--- config.mk ---
export PLATFORM = sky130hd
export DESIGN_NAME = instr_encoder
export DESIGN_NICKNAME = d
export VERILOG_FILES = /design/src/rtl/instr_encoder.sv
export SDC_FILE = /design/constraint.sdc
export NUM_CORES = 1
export LEC_CHECK = 0
export ABC_CLOCK_PERIOD_IN_PS = 5800
export CORE_ASPECT_RATIO = 0.8
export CORE_MARGIN = 8
export CORE_UTILIZATION = 49
export DETAILED_ROUTE_END_ITERATION = 16
export GPL_TIMING_DRIVEN = 0
export PLACE_DENSITY = 0.8
export SLEW_MARGIN = 20
export SYNTH_ARGS = -nofsm -noshare
export SYNTH_HDL_FRONTEND = slang
export SYNTH_SLANG_ARGS = --single-unit
--- constraint.sdc ---
create_clock -name clk -period 5.8 [get_ports clk]
set_clock_uncertainty 0.05 [all_clocks]
set_input_delay 1.16 -clock clk [delete_from_list [all_inputs] [get_ports clk]]
set_output_delay 1.16 -clock clk [all_outputs]
set_load 0.01 [all_outputs]
--- src/rtl/instr_encoder.sv ---
// RV32I instruction encoder: turns field-level requests into 32-bit instruction words,
// flags malformed requests, and buffers results in a 2-entry in-order FIFO.
module instr_encoder (
  input  logic        clk,
  input  logic        rst_n,
  input  logic        in_valid,
  output logic        in_ready,
  input  logic [2:0]  fmt,
  input  logic [6:0]  opcode,
  input  logic [2:0]  f3,
  input  logic [6:0]  f7,
  input  logic [4:0]  rd,
  input  logic [4:0]  rs1,
  input  logic [4:0]  rs2,
  input  logic [31:0] imm,
  output logic        out_valid,
  input  logic        out_ready,
  output logic [31:0] instr,
  output logic        err,
  output logic [15:0] count
);

  localparam logic [31:0] NOP = 32'h0000_0013;

  logic [32:0] slot_reg [2];
  logic        wr_ptr_reg;
  logic        rd_ptr_reg;
  logic [1:0]  occ_reg;
  logic [15:0] count_reg;

  logic        push;
  logic        pop;
  logic        is_shift;
  logic        illegal;
  logic [31:0] instr_next;
  logic        err_next;

  // Occupancy is registered, so a pop in the same cycle never reopens a full FIFO.
  assign in_ready  = (occ_reg != 2'd2);
  assign out_valid = (occ_reg != 2'd0);
  assign push      = in_valid && in_ready;
  assign pop       = out_valid && out_ready;
  assign instr     = slot_reg[rd_ptr_reg][31:0];
  assign err       = slot_reg[rd_ptr_reg][32];
  assign count     = count_reg;

  always_comb begin
    is_shift   = (fmt == 3'd1) && (opcode == 7'b0010011) && ((f3 == 3'b001) || (f3 == 3'b101));
    illegal    = (fmt > 3'd5) || (opcode[1:0] != 2'b11);
    instr_next = NOP;
    err_next   = 1'b0;
    case (fmt)
      3'd0: instr_next = {f7, rs2, rs1, f3, rd, opcode};
      3'd1: begin
        instr_next = {(is_shift ? f7 : imm[11:5]), imm[4:0], rs1, f3, rd, opcode};
        err_next   = is_shift && (imm[11:5] != 7'd0);
      end
      3'd2: instr_next = {imm[11:5], rs2, rs1, f3, imm[4:0], opcode};
      3'd3: begin
        instr_next = {imm[12], imm[10:5], rs2, rs1, f3, imm[4:1], imm[11], opcode};
        err_next   = imm[0];
      end
      3'd4: instr_next = {imm[31:12], rd, opcode};
      3'd5: begin
        instr_next = {imm[20], imm[10:1], imm[11], imm[19:12], rd, opcode};
        err_next   = imm[0];
      end
      default: instr_next = NOP;
    endcase
    if (illegal) begin
      instr_next = NOP;
      err_next   = 1'b1;
    end
  end

  genvar gi;
  generate
    for (gi = 0; gi < 2; gi++) begin : g_slot
      always_ff @(posedge clk) begin
        if (!rst_n) begin
          slot_reg[gi] <= 33'd0;
        end else if (push && (wr_ptr_reg == 1'(gi))) begin
          slot_reg[gi] <= {err_next, instr_next};
        end
      end
    end
  endgenerate

  always_ff @(posedge clk) begin
    if (!rst_n) begin
      wr_ptr_reg <= 1'b0;
      rd_ptr_reg <= 1'b0;
      occ_reg    <= 2'd0;
      count_reg  <= 16'd0;
    end else begin
      if (push) wr_ptr_reg <= ~wr_ptr_reg;
      if (pop)  rd_ptr_reg <= ~rd_ptr_reg;
      case ({push, pop})
        2'b10:   occ_reg <= occ_reg + 2'd1;
        2'b01:   occ_reg <= occ_reg - 2'd1;
        default: occ_reg <= occ_reg;
      endcase
      if (push && (count_reg != 16'hFFFF)) count_reg <= count_reg + 16'd1;
    end
  end

endmodule

Yosys cells after proc, flatten, opt, wreduce, memory -nomap -nowiden
Memories as Yosys holds them, arrays and structs flattened. A register that Yosys moved wholly into a read port is not among the register bits.
Cells that the tools add are included.
{"block": "totals", "register_bits": 20, "ram_bits": 66, "inputBits": 71, "out_inout_bits": 51, "elab_cells": 58, "mem_count": 1}
{"block": "op_classes", "addsub": 3, "order_cmp": 1, "n_eq_ne": 13, "mux": 17, "bitwise": 4, "n_reduce_logical": 15}
{"memory": "slot_reg", "words": 2, "word_bits": 33, "read_ports": 1, "rd_clocked_by_memory_dff": 1, "wr": 2, "line_no": "25", "rtl": "logic [32:0] slot_reg [2];"}
{"cell": "$pmux 32 s6", "n": 1}
{"cell": "$mux 33", "n": 2}
{"cell": "$mux 32", "n": 1}
{"cell": "$add 16x1->16 const B", "n": 1}
{"cell": "$ne 16x16->1 const B", "n": 1}
{"cell": "$mux 1", "n": 10}
{"cell": "$eq 3x3->1 const B", "n": 3}
{"cell": "$logic_and 1x1->1", "n": 8}
{"cell": "$eq 7x5->1 const B", "n": 1}
{"cell": "$mux 7", "n": 1}
{"cell": "$reduce_bool 7->1", "n": 1}
{"cell": "$eq 3x1->1 const B", "n": 2}
{"cell": "$eq 3x2->1 const B", "n": 2}
{"cell": "$ne 2x2->1 const B", "n": 2}
{"cell": "$pmux 2 s2", "n": 1}
{"cell": "$reduce_bool 2->1", "n": 2}
{"cell": "$gt 3x3->1 const B", "n": 1}
{"cell": "$logic_not 3->1", "n": 1}
{"cell": "$add 2x1->2 const B", "n": 1}
{"cell": "$eq 2x1->1 const B", "n": 1}
{"cell": "$eq 2x2->1 const B", "n": 1}
{"cell": "$logic_or 1x1->1", "n": 2}
{"cell": "$not 1->1", "n": 2}
{"cell": "$or 1x1->1", "n": 2}
{"cell": "3 further kinds", "n": 3}

Longest topological paths before layout
Gate-level depths: netlist (run 1).
{"block": "logic_depth", "depth_word": 7, "mapped_depth": 7, "depth_no_buf": 6}

Least setup slack after synthesis (run 1)
No wires, ideal clock.
{"block": "synth_path", "path_kind": "in2reg", "from": "in in_valid", "to": "mem slot_reg[0][0] (enable)", "setup_ns": 0.469, "arrival_ns": 3.892, "t_required_ns": 5.281, "path_slack_ns": 1.389, "stages": 3, "path_buffers": 1, "cell_sequence": "buf_2 > nand2_1 > o21ai_0"}
{"item": "start: declaration", "line_no": "6", "rtl": "input logic in_valid,"}
{"item": "end: declaration", "line_no": "25"}

==> results by group, run 1 <==
Die
  • Chip Height: 103 um
  • Die W: 125 um
  • Die ar.: 12900 um^2
  • Initial core utilization: 0.508
  • IO Pins: 122
  • Core Area: 9150 um^2
  • Rows: 31

Clocking
  • Setup Buffers After CTS: 0
  • Clk root buf: clkbuf_16
  • CTS resizes: 0
  • Max Root-Sink Buffers: 2
  • Total CTS buffers: 9
  • Hold buffer count at CTS: 0
  • Worst-path clk slew: 0.06 ns
  • Clock latency on the worst-skew pair: 0.33 ns
  • Clock sink count: 87
  • CTS tree: done
  • CTS HTree Levels: 3

Global routing
  • Pin count of the biggest net entering global routing: 22
  • Vias in the first global route: 4047
  • Met1 Use GR: 0.244
  • Congestion Overflow GR: 0
  • GRT Overall Usage: 0.203
  • GR peak layer: met2
  • Initial antenna violation count: 0
  • Global-route wire length before repair: 20.6 mm
  • GRT met3 Usage: 0.0465
  • Met2 GRT Util: 0.350

Yosys
  • Number of synthesized flops with an enable pin: 66
  • Post-synth top area cell: edfxtp_1
  • Syn Inst Count: 437
  • FF+latch count, synth: 87
  • Number of synthesis warnings: 0
  • Sequential share of the synthesized area: 0.517
  • Syn_area_per_cell: 10.6 um^2
  • Post-synth top area share: 0.426
  • Synth area leaders: edfxtp_1, dfxtp_1, mux2_2
  • Post-synth cell types: 56
  • Async SR Flop Fraction: 0
  • Main synth FF type: edfxtp_1
  • Syn Std Cell Area: 4650 um^2
  • Syn Nets: 510

Routing
  • DR pass1 iterations: 5
  • Wire per inst: 19.3 um
  • DRC viols: 0
  • Total number of vias: 4034
  • Final ANT Viol Nets: 0
  • Iteration-0 DRC Markers: 324
  • Vias per cell: 5.85
  • Routed wire length: 13.3 mm

Pwr
  • Share of power burned in registers: 0.395
  • Switching Share: 0.285
  • Net switching power: 572 uW
  • Int Power: 1.43 mW
  • Comb pwr share: 0.317
  • Clock network fraction of total power: 0.288
  • Max VDD drop: 171 uV
  • Power Dens Cells: 315 nW/um^2
  • Static leakage: 2.25 nW
  • Pwr Total: 2.01 mW

Placed design
  • Routability congestion estimate: 0.885
  • Buffers added on ports: 120
  • DP HPWL: 9.99 mm
  • Placed cell areas: 6060 um^2

Status
  • Status: finished clean

Finish
  • Largest register FFs: 66
  • Fin util: 0.695
  • Layout cell share with drive strength beyond 1: 0.137
  • Area Growth Syn to Fin: 36.8%
  • Final non-filler cell area: 6360 um^2
  • ANT cells: 0
  • Nets: 643
  • Most common cell after layout, fill and taps aside: clkdlybuf4s50_1
  • Most frequent cells in the layout: clkdlybuf4s50_1, edfxtp_1, nor2_1

Worst setup path
  • Worst R2R Path Depth: 5
  • Worst path required time: 4.59 ns
  • Slowest cell on the critical path: clkbuf_1
  • Flop2flop setup slack: 3.70 ns
  • WP buf/inv: 3
  • FF-to-FF Start: occ_reg[0]$_SDFFE_PN0P_
  • Crit. End Element: output port
  • Reg-to-reg endpoint: slot_reg[0][5]$_SDFFCE_PN0P_
  • CP max stage delay: 0.55 ns
  • CP Launch Type: flop
  • WP data arrival: 2.45 ns
  • Critical-path cell list: clkbuf_1 > clkbuf_1 > mux2_2 > clkdlybuf4s50_1
  • Top cell by count, worst path: clkbuf_1
  • Crit-path leading delay family: buffers and inverters
  • Kind of critical path: flop to output port
  • Worst Path Max Fanout: 10

STA
  • RSZ-0062 raised after global routing: no
  • Min Clock Period, post-route: 3.66 ns
  • Worst-margin pin slew: 0.692 ns
  • Fin. max-slew vios: 0
  • Rel. slew slack: 0.538
  • Fin crit share: 0.630
  • Final hold vios: 0
  • Fmax: 0.274 GHz
  • Total negative slack: 0 ns
  • Setup Viol. Count Final: 0

Min path
  • Hold crit path type: flop to flop
  • Hold Crit Depth: 2
  • Hold Crit Start: count[14]$_SDFFE_PN0P_
  • Hold Crit Endpoint: count[14]$_SDFFE_PN0P_

Job
  • Max_cap viols: 0
-- worst reg2reg max path, stage by stage (launching register included) --
cell,delay (ns)
dfxtp_1,0.40
or2b_4,0.20
buf_6,0.15
nand2_1,0.19
o21ai_4,0.56
buf_16,0.25
-- stage by stage --
stage | setup slack, ns | hold slack [ns] | std cells
2_1_floorplan | 1.39 | 0.412 | 437
3_3_place_gp | -0.639 | 0.425 | 672
3_5_place_dp | 2.40 | 0.434 | 674
4_1_cts | 2.12 | 0.444 | 690
5_1_grt | 2.04 | 0.462 | 690
6_report | 2.14 | 0.440 | 690
-- cell type report --
type / count / area (um^2)
clock buffers: 9 / 225
multi-input cells: 314 / 2100
clock inverters: 7 / 72.6
well taps: 115 / 144
flip-flops and latches: 87 / 2400
inverters: 9 / 33.8
repair buffers: 122 / 1260
fillers: 683 / 2790
plain buffers: 27 / 123
-- synthesized netlist by cell type, types with 7 or more instances --
| library cell | instances |
|---|---|
| clkbuf_1 | 16 |
| dfxtp_1 | 21 |
| a221oi_1 | 7 |
| buf_2 | 8 |
| nand2b_1 | 14 |
| nand2_1 | 27 |
| a21oi_1 | 24 |
| edfxtp_1 | 66 |
| o21ai_0 | 15 |
| mux2_2 | 35 |
| nor2b_1 | 10 |
| mux2i_1 | 11 |
| nand4_1 | 8 |
| nor2_1 | 65 |
| inv_1 | 9 |
| and2_1 | 7 |
-- power by group through the flow --
stage / logic [mW] / clock network (mW) / registers, mW
after floorplan: 0.320 / 0 / 0.800
after global placement: 0.610 / 0 / 0.805
after detailed placement: 0.637 / 0 / 0.806
after CTS: 0.642 / 0.581 / 0.793
after global routing: 0.678 / 0.604 / 0.800
final: 0.637 / 0.577 / 0.792
-- worst max path at each step --
stage,from,end,slack [ns],depth (start not counted)
after floorplan,in_valid,slot_reg[0][0]$_SDFFCE_PN0P_,1.39,3
after global placement,in_valid,slot_reg[0][18]$_SDFFCE_PN0P_,-0.64,4
after detailed placement,in_valid,slot_reg[0][27]$_SDFFCE_PN0P_,2.40,5
after CTS,flop,instr[30],2.12,4
after global routing,flop,instr[30],2.04,4
final,flop,instr[30],2.14,4
-- logic make-up (layout without fill, tap and decap cells) --
kind of cell | Yosys count | in the layout | synth area share
flip-flops | 87 | 87 | 0.517
adder cells (fa/ha/maj) | 2 | 2 | 0.00538
AND/OR/NAND/NOR | 189 | 189 | 0.227
multiplexers | 46 | 46 | 0.108
XOR/XNOR | 4 | 4 | 0.00754
buffers and inverters | 36 | 174 | 0.0336
AO/OA/AOI/OAI | 73 | 73 | 0.101
-- metal layers --
metal	share of wire	vias up	routed length (um)
met5	0	-	0
met4	0.021	0	275
met3	0.079	24	1050
met2	0.48	202	6440
met1	0.42	1930	5520
li1	-	1878	-
Power figures use the tool's default switching activity.
==> run 2, diff against run 1 <==
- ABC_CLOCK_PERIOD_IN_PS: 5800 -> 3400
- clock period: 5.8 -> 3.4 ns (I/O delays scaled with it)
==> results by group, run 2 (synthesized netlist as in run 1, its figures left out) <==
Global routing
  • Vias in the first global route: 4123
  • Pin count of the biggest net entering global routing: 18
  • Global-route wire length before repair: 20.6 mm
  • GRT Overall Usage: 0.201
  • Congestion Overflow GR: 0
  • Initial antenna violation count: 0

Routing
  • Total number of vias: 4078
  • Iteration-0 DRC Markers: 356
  • Routed wire length: 13.2 mm
  • Final ANT Viol Nets: 0
  • Wire per inst: 19.1 um
  • DRC viols: 0
  • DR pass1 iterations: 5
  • Vias per cell: 5.91

Die
  • Die ar.: 12900 um^2
  • Core Area: 9150 um^2
  • IO Pins: 122
  • Rows: 31
  • Chip Height: 103 um
  • Die W: 125 um
  • Initial core utilization: 0.508

Placed design
  • DP HPWL: 9.91 mm
  • DP Worst Slack: 0.440 ns
  • Placed cell areas: 6060 um^2
  • Routability congestion estimate: 0.875
  • Buffers added on ports: 120

Pwr
  • Pwr Total: 3.44 mW
  • Max VDD drop: 300 uV
  • Power Dens Cells: 541 nW/um^2
  • Static leakage: 2.25 nW

Worst setup path
  • Kind of critical path: flop to output port
  • Crit. End Element: output port
  • Worst Path Max Fanout: 10
  • Worst path required time: 2.67 ns
  • WP data arrival: 2.43 ns
  • CP Launch Type: flop

STA
  • Fmax: 0.316 GHz
  • Total negative slack: 0 ns
  • RSZ-0062 raised after global routing: no
  • Rel. slew slack: 0.518
  • Fin crit share: 0.931
  • Final hold vios: 0
  • Min Clock Period, post-route: 3.16 ns
  • Setup Viol. Count Final: 0
  • Worst-margin pin slew: 0.723 ns
  • Final setup margin: 0.236 ns
  • Fin. max-slew vios: 0

Clocking
  • Clock sink count: 87
  • CTS tree: done
  • Hold buffer count at CTS: 0
  • Clock latency on the worst-skew pair: 0.33 ns
  • Max Root-Sink Buffers: 2
  • CTS HTree Levels: 3
  • Total CTS buffers: 9
  • Clk root buf: clkbuf_16
  • Setup Buffers After CTS: 0
  • CTS resizes: 0
  • Worst-path clk slew: 0.06 ns

Finish
  • Area Growth Syn to Fin: 36.9%
  • Most frequent cells in the layout: clkdlybuf4s50_1, edfxtp_1, nor2_1
  • Largest register FFs: 66
  • ANT cells: 0
  • Footprint of the multi-input gates: 2100 um^2
  • Nets: 643
  • Final non-filler cell area: 6360 um^2
  • Reg area: 2400 um^2
  • Most common cell after layout, fill and taps aside: clkdlybuf4s50_1
  • Final-layout fill cell count: 698
  • Layout cell share with drive strength beyond 1: 0.136

Job
  • Max_cap viols: 0

Status
  • Status: finished clean

Min path
  • Hold crit path type: flop to flop
-- run 2: cell count changes in the layout (fill, tap and decap cells not counted) --
cell | previous run | this run
clkinv_1 | 1 | 0
inv_6 | 0 | 1
clkinv_2 | 1 | 0
inv_8 | 1 | 0
clkbuf_8 | 0 | 1
clkbuf_1 | 16 | 18
clkinvlp_4 | 3 | 2
-- run 2: layer usage --
metal | up-vias | GRT usage | routed length (um) | share of wire
met5 | - | 0 | 0 | 0
li1 | 1879 | - | - | -
met3 | 11 | 0.0553 | 1070 | 0.081
met4 | 0 | 0.0429 | 116 | 0.0088
met1 | 1997 | 0.247 | 5430 | 0.41
met2 | 191 | 0.351 | 6560 | 0.50
-- run 2: path summary, 6_finish.rpt --
kind / start / end / slack, ns / cells after the start
setup / recovery: flop / instr[12] / 0.24 / 4
hold / removal: count[14]$_SDFFE_PN0P_ / count[14]$_SDFFE_PN0P_ / 0.46 / 2
setup reg to reg: occ_reg[0]$_SDFFE_PN0P_ / slot_reg[0][11]$_SDFFCE_PN0P_ / 1.23 / 5
hold reg to reg: count[14]$_SDFFE_PN0P_ / count[14]$_SDFFE_PN0P_ / 0.46 / 2
-- run 2: layout make-up --
class / count / share of cell area
flip-flops and latches: 87 / 0.378
repair buffers: 122 / 0.197
clock buffers: 12 / 0.0387
clock inverters: 4 / 0.00845
multi-input cells: 314 / 0.331
plain buffers: 27 / 0.0193
well taps: 115 / 0.0226
inverters: 9 / 0.00531
-- run 2: through the flow --
step | instances | util | hold slack, ns
detailed placement | 674 | 0.662 | 0.455
CTS | 690 | 0.695 | 0.465
global placement | 672 | 0.655 | 0.426
finish | 690 | 0.695 | 0.456
global route | 690 | 0.695 | 0.480
floorplan | 437 | - | 0.412
-- run 2: where the power goes --
| part | switching (mW) | leakage, nW | internal [mW] |
|---|---|---|---|
| registers | 0.0537 | 0.874 | 1.30 |
| logic | 0.516 | 1.24 | 0.576 |
| clock network | 0.402 | 0.139 | 0.593 |
| total | 0.972 | 2.25 | 2.47 |
-- run 2: worst max-delay path, cell delays in order, from the launching register on --
cell             delay, ns
dfxtp_1               0.31
clkbuf_1              0.27
clkbuf_1              0.60
mux2_2                0.43
clkdlybuf4s50_1       0.49
==> run 3, diff against run 2 <==
- MAX_ROUTING_LAYER: unset -> met4
==> results by group, run 3 (synthesized netlist as in run 1, its figures left out) <==
Worst setup path
  • Slowest cell on the critical path: clkbuf_1
  • CP Capture Point: instr[13]
  • CP Launch Type: flop
  • Reg-to-reg endpoint: slot_reg[0][11]$_SDFFCE_PN0P_
  • FF-to-FF Start: occ_reg[0]$_SDFFE_PN0P_
  • Crit. End Element: output port
  • WP buf/inv: 3
  • CP max stage delay: 0.61 ns
  • WP data arrival: 2.45 ns
  • Worst R2R Path Depth: 5
  • Worst path required time: 2.67 ns
  • Crit-path leading delay family: buffers and inverters
  • Worst Path Max Fanout: 10
  • Critical-path cell list: clkbuf_1 > clkbuf_1 > mux2_2 > clkdlybuf4s50_1
  • Top cell by count, worst path: clkbuf_1
  • Flop2flop setup slack: 1.24 ns
  • Cell count along the critical path: 4
  • Kind of critical path: flop to output port

Global routing
  • GRT Overall Usage: 0.208
  • Pin count of the biggest net entering global routing: 18
  • Congestion Overflow GR: 0
  • Global-route wire length before repair: 20.7 mm
  • Vias in the first global route: 4111
  • Initial antenna violation count: 0

STA
  • Worst-margin pin slew: 0.740 ns
  • Fmax: 0.315 GHz
  • Min Clock Period, post-route: 3.18 ns
  • Fin crit share: 0.934
  • Fin. max-slew vios: 0
  • Total negative slack: 0 ns
  • Setup Viol. Count Final: 0
  • Final setup margin: 0.223 ns
  • Final hold vios: 0
  • Rel. slew slack: 0.506
  • RSZ-0062 raised after global routing: no

Finish
  • Reg area: 2400 um^2
  • ANT cells: 0
  • Most frequent cells in the layout: clkdlybuf4s50_1, edfxtp_1, nor2_1
  • Area Growth Syn to Fin: 36.9%
  • Most common cell after layout, fill and taps aside: clkdlybuf4s50_1
  • Nets: 643
  • Final-layout fill cell count: 698
  • Finished Layout Cells: 690
  • Layout cell share with drive strength beyond 1: 0.136
  • Fin util: 0.695
  • Largest register FFs: 66
  • Footprint of the multi-input gates: 2100 um^2

Placed design
  • DP HPWL: 9.91 mm
  • Buffers added on ports: 120
  • Routability congestion estimate: 0.890
  • DP Worst Slack: 0.440 ns
  • Placed cell count: 674

Clocking
  • CTS tree: done
  • Clock sink count: 87
  • CTS resizes: 0
  • Hold buffer count at CTS: 0
  • Worst-path clk slew: 0.06 ns
  • Clock latency on the worst-skew pair: 0.33 ns
  • Total CTS buffers: 9
  • CTS HTree Levels: 3
  • Setup Buffers After CTS: 0
  • Clk root buf: clkbuf_16
  • Max Root-Sink Buffers: 2

Routing
  • DRC viols: 0
  • Iteration-0 DRC Markers: 408
  • Vias per cell: 5.88
  • Wire per inst: 19.2 um
  • Total number of vias: 4054
  • DR pass1 iterations: 4
  • Final ANT Viol Nets: 0
  • Routed wire length: 13.2 mm

Die
  • Die ar.: 12900 um^2
  • IO Pins: 122
  • Die W: 125 um
  • Core Area: 9150 um^2
  • Rows: 31
  • Chip Height: 103 um
  • Initial core utilization: 0.508

Pwr
  • Static leakage: 2.25 nW
  • Max VDD drop: 300 uV
  • Power Dens Cells: 542 nW/um^2
  • Pwr Total: 3.45 mW

Job
  • Max_cap viols: 0

Min path
  • Hold crit path type: flop to flop
  • Hold Crit Start: count[14]$_SDFFE_PN0P_

Status
  • Status: finished clean
-- run 3: stage by stage --
step           hold slack [ns]  area [um^2]
3_3_place_gp             0.426         5990
2_1_floorplan            0.412         4650
4_1_cts                  0.465         6360
6_report                 0.458         6360
3_5_place_dp             0.455         6060
5_1_grt                  0.480         6360
-- run 3: worst min-delay path: stages, from the launching register on --
cell,delay (ns)
dfxtp_1,0.33
nand2_1,0.06
mux2i_1,0.06
-- run 3: cell type report --
| cell class | instances | share of cell area |
|---|---|---|
| buffer | 27 | 0.0193 |
| clock buffer | 12 | 0.0387 |
| clock inverter | 4 | 0.00845 |
| inverter | 9 | 0.00531 |
| multi-input combinational | 314 | 0.331 |
| sequential | 87 | 0.378 |
| tap | 115 | 0.0226 |
| timing repair buffer | 122 | 0.197 |
-- run 3: worst min-delay path by stage --
stage	endpoint	slack [ns]	cells after the start
4_1_cts	count[14]$_SDFFE_PN0P_	0.46	2
3_3_place_gp	count[14]$_SDFFE_PN0P_	0.43	2
6_report	count[14]$_SDFFE_PN0P_	0.46	2
3_5_place_dp	occ_reg[1]$_SDFFE_PN0P_	0.46	2
5_1_grt	count[14]$_SDFFE_PN0P_	0.48	2
2_1_floorplan	occ_reg[1]$_SDFFE_PN0P_	0.41	2
-- run 3: power breakdown --
group	leakage, nW	internal, mW	switching (mW)
clock network	0.139	0.593	0.406
registers	0.874	1.30	0.0539
logic	1.24	0.576	0.517
-- run 3: per-layer routing --
metal | vias to the layer above | GRT usage | share of wire
met1 | 1972 | 0.254 | 0.43
met2 | 192 | 0.351 | 0.49
met4 | 0 | 0.0429 | 0.011
met5 | - | - | 0
met3 | 14 | 0.0465 | 0.065
li1 | 1876 | - | -
